## config.mk

```make
export PLATFORM = sky130hd
export DESIGN_NAME = lcd_bus_arbiter
export DESIGN_NICKNAME = d
export VERILOG_FILES = /design/src/rtl/lcd_pkg.sv /design/src/rtl/lcd_nibble_tx.sv /design/src/rtl/lcd_bus_arbiter.sv
export SDC_FILE = /design/constraint.sdc
export NUM_CORES = 1
export LEC_CHECK = 0
export BUFFER_PORTS_ARGS = -buffer_cell sky130_fd_sc_hd__buf_4
export CAP_MARGIN = 20
export CORE_AREA = 2 2 61 63
export CTS_CLUSTER_DIAMETER = 30
export CTS_CLUSTER_SIZE = 25
export DETAILED_ROUTE_END_ITERATION = 6
export DIE_AREA = 0 0 63 65
export PLACE_DENSITY_LB_ADDON = 0.25
export SYNTH_ARGS = -nofsm -noshare
export SYNTH_HDL_FRONTEND = slang
export SYNTH_HIERARCHICAL = 1
export SYNTH_SLANG_ARGS = --single-unit
export TNS_END_PERCENT = 30
```

## constraint.sdc

```tcl
create_clock -name clk -period 2.2 [get_ports clk]
set_input_delay 0.55 -clock clk [delete_from_list [all_inputs] [get_ports clk]]
set_output_delay 0.55 -clock clk [all_outputs]
set_load 0.1 [all_outputs]
```

## src/rtl/lcd_pkg.sv

```systemverilog
// lcd_pkg: shared state encoding, long-command codes and wait defaults for the LCD bus arbiter
package lcd_pkg;
    typedef enum logic [2:0] {IDLE, HI_EN, HI_DIS, LO_EN, LO_DIS, WAIT} state_t;
    localparam logic [7:0] CMD_CLEAR    = 8'h01;
    localparam logic [7:0] CMD_HOME     = 8'h02;
    localparam logic [7:0] CMD_HOME_ALT = 8'h03;
    localparam int WAIT_SHORT_DEF = 1;
    localparam int WAIT_LONG_DEF  = 2;
    function automatic logic is_long(input logic rs, input logic [7:0] b);
        return !rs && (b == CMD_CLEAR || b == CMD_HOME || b == CMD_HOME_ALT);
    endfunction
endpackage

```

## src/rtl/lcd_nibble_tx.sv

```systemverilog
// lcd_nibble_tx: sends one byte as two enable-strobed nibbles, then holds off for the post-byte wait
module lcd_nibble_tx import lcd_pkg::*; #(
    parameter int WAIT_SHORT = WAIT_SHORT_DEF,
    parameter int WAIT_LONG  = WAIT_LONG_DEF
) (
    input  logic       clk,
    input  logic       reset_n,
    input  logic       start,
    input  logic       start_rs,
    input  logic [7:0] start_byte,
    output logic       idle,
    output logic       en,
    output logic       rs,
    output logic [3:0] data,
    output logic       busy
);
    // counter is loaded with cycles-minus-one so WAIT exits when it reads zero
    localparam logic [7:0] SHORT_LOAD = 8'(WAIT_SHORT > 1 ? WAIT_SHORT - 1 : 0);
    localparam logic [7:0] LONG_LOAD  = 8'(WAIT_LONG > 1 ? WAIT_LONG - 1 : 0);
    state_t state, next_state;
    logic [7:0] cnt, cnt_next, byte_q, byte_next;
    logic en_next, rs_next, busy_next;
    logic [3:0] data_next;
    assign idle = state == IDLE;
    always_ff @(posedge clk) begin
        if (!reset_n) begin
            state  <= IDLE;
            cnt    <= '0;
            byte_q <= '0;
            en     <= 1'b0;
            rs     <= 1'b0;
            data   <= '0;
            busy   <= 1'b0;
        end else begin
            state  <= next_state;
            cnt    <= cnt_next;
            byte_q <= byte_next;
            en     <= en_next;
            rs     <= rs_next;
            data   <= data_next;
            busy   <= busy_next;
        end
    end
    always_comb begin
        next_state = state;
        cnt_next   = cnt;
        case (state)
            IDLE:    next_state = start ? HI_EN : IDLE;
            HI_EN:   next_state = HI_DIS;
            HI_DIS:  next_state = LO_EN;
            LO_EN:   next_state = LO_DIS;
            LO_DIS: begin
                next_state = WAIT;
                cnt_next   = is_long(rs, byte_q) ? LONG_LOAD : SHORT_LOAD;
            end
            WAIT: begin
                next_state = cnt == '0 ? IDLE : WAIT;
                cnt_next   = cnt == '0 ? cnt : cnt - 8'd1;
            end
            default: next_state = IDLE;
        endcase
    end
    // outputs are computed from the next state so the registers line up with it
    always_comb begin
        byte_next = (idle && start) ? start_byte : byte_q;
        rs_next   = (idle && start) ? start_rs : rs;
        en_next   = next_state == HI_EN || next_state == LO_EN;
        data_next = next_state == HI_EN ? start_byte[7:4] :
                    next_state == LO_EN ? byte_q[3:0] : data;
        busy_next = next_state != IDLE;
    end
endmodule

```

## src/rtl/lcd_bus_arbiter.sv

```systemverilog
// lcd_bus_arbiter: two-requester round-robin arbiter with owner lock in front of a 4-bit LCD writer
module lcd_bus_arbiter import lcd_pkg::*; #(
    parameter int CLOCK_RATE = 1000,
    parameter int WAIT_SHORT = WAIT_SHORT_DEF,
    parameter int WAIT_LONG  = WAIT_LONG_DEF
) (
    input  logic       clk,
    input  logic       reset_n,
    input  logic [1:0] req_valid,
    input  logic       req_rs0,
    input  logic       req_rs1,
    input  logic [7:0] req_data0,
    input  logic [7:0] req_data1,
    input  logic [1:0] req_lock,
    output logic [1:0] req_ready,
    output logic       en,
    output logic       rs,
    output logic [3:0] data,
    output logic       busy
);
    localparam bit RATE_OK = CLOCK_RATE > 0;
    logic last_served, winner, idle, start;
    // a locked owner keeps the bus even when idle; otherwise alternate on contention
    assign winner = req_lock[last_served] ? last_served :
                    (&req_valid) ? ~last_served : ~req_valid[0];
    assign req_ready[0] = RATE_OK && reset_n && idle && !winner && req_valid[0];
    assign req_ready[1] = RATE_OK && reset_n && idle && winner && req_valid[1];
    assign start = |req_ready;
    always_ff @(posedge clk) begin
        if (!reset_n)
            last_served <= 1'b1;
        else if (start)
            last_served <= winner;
    end
    lcd_nibble_tx #(
        .WAIT_SHORT(WAIT_SHORT),
        .WAIT_LONG (WAIT_LONG)
    ) u_tx (
        .clk       (clk),
        .reset_n   (reset_n),
        .start     (start),
        .start_rs  (winner ? req_rs1 : req_rs0),
        .start_byte(winner ? req_data1 : req_data0),
        .idle      (idle),
        .en        (en),
        .rs        (rs),
        .data      (data),
        .busy      (busy)
    );
endmodule

```

-- Word level (Yosys, flattened, before mapping)
Cells that the tools add are included.
- input bits: 24
- output and inout bits: 9
- register bits after elaboration: 27
- logic and storage cells: 57
- reduce and logical (&&, ||, !) cells: 20
- eq/ne operators: 11
- add/subtract/negate cells: 1
- bitwise logic cells: 2
- order comparisons: 1
- mux-type cells: 14
- operators with widths (kind ; count):
    $pmux W3 S6 ; 1
    $eq A8 B2 Y1 const B ; 2
    $mux W8 ; 2
    $pmux W8 S2 ; 1
    $eq A3 B2 Y1 const B ; 3
    $eq A8 B1 Y1 const B ; 1
    $logic_not A8 Y1 ; 1
    $mux W4 ; 2
    $sub A8 B1 Y8 const B ; 1
    $logic_and A1 B1 Y1 ; 7
    $mux W1 ; 7
    $eq A3 B1 Y1 const B ; 2
    $eq A3 B3 Y1 const B ; 2
    $reduce_and A2 Y1 ; 2
    $reduce_bool A2 Y1 ; 2
    $logic_not A3 Y1 ; 1
    $logic_or A1 B1 Y1 ; 3
    $mux W3 ; 1
    $reduce_bool A3 Y1 ; 1
    $logic_not A1 Y1 ; 2
    $lt A1 B2 Y1 const B ; 1
    $ne A2 B2 Y1 const B ; 1
    $not A1 Y1 ; 2
    $reduce_or A2 Y1 ; 1

-- Depth between registers and ports, before layout
- word-level depth: 12
- mapped depth: 8
- mapped depth without buffers: 7

-- Modules after synthesis
Netlist, hierarchy kept.
- modules (own cells, without submodules) (module ; seq. area each (µm²) ; cells each ; instances ; area each (µm²)):
    lcd_nibble_tx ; 520.5 ; 132 ; 1 ; 1206.2
    lcd_bus_arbiter ; 20.0 ; 26 ; 1 ; 260.2

-- Worst setup path after synthesis
Ideal clock, no wire load.
- path kind: in2out
- start: input req_valid[1]
- end: output req_ready[1]
- data arrival time: 2.916 ns
- buffers on the path: 1
- stages on the path: 4
- required time: 1.650 ns
- slack: -1.266 ns
- cells stage by stage: nand2b_1 a22oi_2 buf_6 nor3_1
- longest elaborated chain between the ends: 5
- RTL lines (item ; line ; source):
    from (decl) ; lcd_bus_arbiter.sv:9 ; input logic [1:0] req_valid,
    $reduce_and A2 Y1 ; lcd_bus_arbiter.sv:25 ; (&req_valid) ? ~last_served : ~req_valid[0];
    $mux W1 ; lcd_bus_arbiter.sv:25 ;
    $mux W1 ; lcd_bus_arbiter.sv:24 ; assign winner = req_lock[last_served] ? last_served :
    $logic_and A1 B1 Y1 ; lcd_bus_arbiter.sv:27 ; assign req_ready[1] = RATE_OK && reset_n && idle && winner && req_valid[1];
    $logic_and A1 B1 Y1 * ; lcd_bus_arbiter.sv:27 ;
    to (decl) ; lcd_bus_arbiter.sv:15 ; output logic [1:0] req_ready,
Mark *: on every way between the ends. The rest lies on a longest branch, timed or not.

-- Final worst setup path
- start: register u_tx.state[1]
- end: output req_ready[1]
- longest elaborated chain between the ends: 4
- RTL lines (item ; line ; source):
    from (decl) ; lcd_nibble_tx.sv:20 ; state_t state, next_state;
    from (signal assigned) ; lcd_nibble_tx.sv:35 ; state <= next_state;
    $logic_not A3 Y1 ; lcd_nibble_tx.sv:24 ; assign idle = state == IDLE;
    via idle ; lcd_bus_arbiter.sv:22 ; logic last_served, winner, idle, start;
    $logic_and A1 B1 Y1 (3 in series) ; lcd_bus_arbiter.sv:27 ;
The timed path passes the listed nets, and every way through them passes these cells.

==> impl_metrics.ini <==
[sta]
setup_viol = 0
finalCritPeriodShare_pct = 96.4
skew_ns = 0.00827
finalHoldViolations = 0
fin_crit_ns = 2.12
max_freq_ghz = 0.472
drv_slew = 0
worst_pin_slew_ns = 0.399
max_slew_margin_pct = 73.1

[route]
via_per_inst = 5.27
highest_layer = met4
dr_wl_met3_um = 116
wl_met2_mm = 1.74
first_pass_iters = 4
wl_mm = 3.16
drt-met1-wl_mm = 1.27
wl_per_cell_um = 13.1
ant_nets = 0
drc = 0
drtIter0Drc = 19
vias = 1275

[power]
p_total_mw = 1.62
ir_worst_vdd_v = 0.000481
powerDensity_nw_per_um2 = 879
p_leak_nw = 0.727

[logic_synthesis]
avgSynthCellArea_um2 = 9.28
yosysUniqueCellTypes = 49
netlist_instances = 158
synth_top_flop_cell = dfxtp_1
synth_seq_cells = 27
yosysSeqAreaShare_pct = 36.9
synth_area_um2 = 1470
synth_xor_area_share_pct = 1.79
synth_top_family_by_area = simple AND/OR/NAND/NOR gates
synthAdderAreaFrac_pct = 1.71
synth_compound_area_share_pct = 21.0
synth-async-reset-ratio_pct = 0
ys_warn_count = 6
synth_nets = 184
synthMuxAreaShare_pct = 11.7
synth-edff-count = 0
synthSimpleGateAreaFrac_pct = 21.9

[finish]
nFillCells = 327
final_nets = 221
final_common_cell = buf_4
syn_to_final_growth_pct = 25.3
antennaDiodeCount = 0
drive_above_1_share_pct = 34.0
layout_common_cells = buf_4, dfxtp_1, nand2_1
final_util_pct = 52.6

[setup_path]
crit_type = register to output port
cp.required_ns = 1.65
r2r_setup_slack_ns = 0.30
cp-start-kind = register
r2r_start = u_tx/state[1]$_SDFF_PN0_
timing.rr.end = u_tx/byte_q[5]$_SDFFE_PN0P_
crit_fanout = 8
cp.arrival_ns = 1.57
crit_path_end_kind = output port
reg2reg_depth = 7

[die]
num_rows = 22
dieHeight_um = 65
core_um2 = 3500
fp.dieW_um = 63
num_io_pins = 33
die_area_um2 = 4100
initial_core_util_pct = 41.9

[clocking]
cts_tree = built
cts.sinks = 27
cts_root_buf = clkbuf_4
insertion_delay_ns = 0.33
cts-hold-fix-buffers = 0
clockBufferDepth = 2
clk_pin_slew_ns = 0.15
cts_buffers = 3
h-tree-depth = 1

[placement]
hpwlAfterDp_mm = 2.41
port_buffers = 32
routabilityCongestion = 0.849

[global_route]
grt_pass1_wl_mm = 5.41
grt_max_degree = 26
grt.total_usage_pct = 16.5
antenna_found_initial = 0
grt_pass1_vias = 1321
grt_overflow_total = 0

[worst_hold_path]
hold_depth = 2
hold_end = u_tx/byte_q[6]$_SDFFE_PN0P_
worstHoldStart = u_tx/byte_q[6]$_SDFFE_PN0P_
hp-class = register to register

[run]
max_cap_violations = 0

[status]
status = finished clean
==> final cells by class <==
class	instances	area [um2]	area share [%]
Tap cell	48	60.1	3.27
Clock buffer	3	22.5	1.23
Timing Repair Buffer	39	305	16.6
Clock inverter	1	5.00	0.272
Multi-Input combinational cell	117	873	47.5
Inverter	7	26.3	1.43
Sequential cell	27	546	29.7
==> cells in the mapped netlist, drive strengths merged (2+ instances only) <==
master | n | area share, %
inv | 7 | 1.8
clkbuf | 2 | 0.51
a31oi | 3 | 2.3
a21boi | 10 | 5.1
o21ai | 8 | 2.7
a21oi | 8 | 2.7
or4 | 2 | 1.0
mux2 | 9 | 9.0
or3 | 2 | 1.2
nor3 | 4 | 2.0
o31ai | 3 | 1.5
dfxtp | 27 | 37
buf | 5 | 2.7
xor2 | 2 | 1.2
nand2b | 5 | 2.1
and2 | 3 | 1.3
mux2i | 4 | 2.7
o21a | 2 | 1.0
ha | 2 | 1.7
nor2 | 10 | 2.9
nand2 | 21 | 5.4
==> what timing repair did <==
| item | 4_1_cts | 5_1_grt |
|---|---|---|
| gates resized for setup | 2 | 5 |
| pin swaps | 1 | 1 |
| setup buffers | 0 | 2 |
| endpoints found under the hold margin | 0 | 0 |
| setup endpoints to repair | 1 | 2 |
==> worst max-delay path, stage by stage (launching register included) <==
cell and delay [ns]:
dfxtp_4 0.41, nor3_4 0.29, nand2_2 0.12, nor3_4 0.23, buf_12 0.20
==> registers in the layout, indices dropped and copies added, names as in the netlist <==
name and flops:
u_tx/en 1, last_served 1, u_tx/data 4, u_tx/rs 1, u_tx/state 3, u_tx/cnt 8
u_tx/byte_q 8, u_tx/busy 1
==> routing by layer <==
metal	up-vias	global-route usage (%)
met3	6	4.17
met4	0	6.11
met2	24	33.1
li1	639	-
met1	606	16.1
met5	-	0
==> through the flow <==
step	setup slack [ns]	cell area [um2]	instances	hold slack, ns	setup TNS, ns
after CTS	0.00847	1810	240	0.476	0
after detailed placement	0.123	1780	236	0.456	0
after global placement	0.160	1780	236	0.449	0
after floorplan	-0.00203	1490	158	0.438	-0.00203
final	0.0791	1840	242	0.470	0
after global routing	-0.0344	1840	242	0.503	-0.0603
==> cell families (layout without fill, tap and decap cells) <==
group           Yosys count  in the layout
flops                    27             27
simple gates             56             56
fa+ha+maj                 2              2
buf+inv                  14             50
xor+xnor                  3              3
compound gates           43             43
mux                      13             13
==> where the power goes <==
part,total (mW),internal [mW],switching (mW)
registers,0.619,0.562,0.0567
logic,0.785,0.280,0.505
clock network,0.213,0.0682,0.144
==> worst max-delay path by stage <==
stage | to | slack [ns] | from
floorplan | req_ready[0] | -0.002 | req_valid[1]
global placement | req_ready[1] | 0.16 | req_valid[1]
detailed placement | req_ready[1] | 0.12 | req_valid[1]
CTS | req_ready[1] | 0.008 | u_tx/state[1]$_SDFF_PN0_
global route | req_ready[1] | -0.03 | u_tx/state[1]$_SDFF_PN0_
finish | req_ready[1] | 0.08 | u_tx/state[1]$_SDFF_PN0_
(Power assumes the default switching activity.)
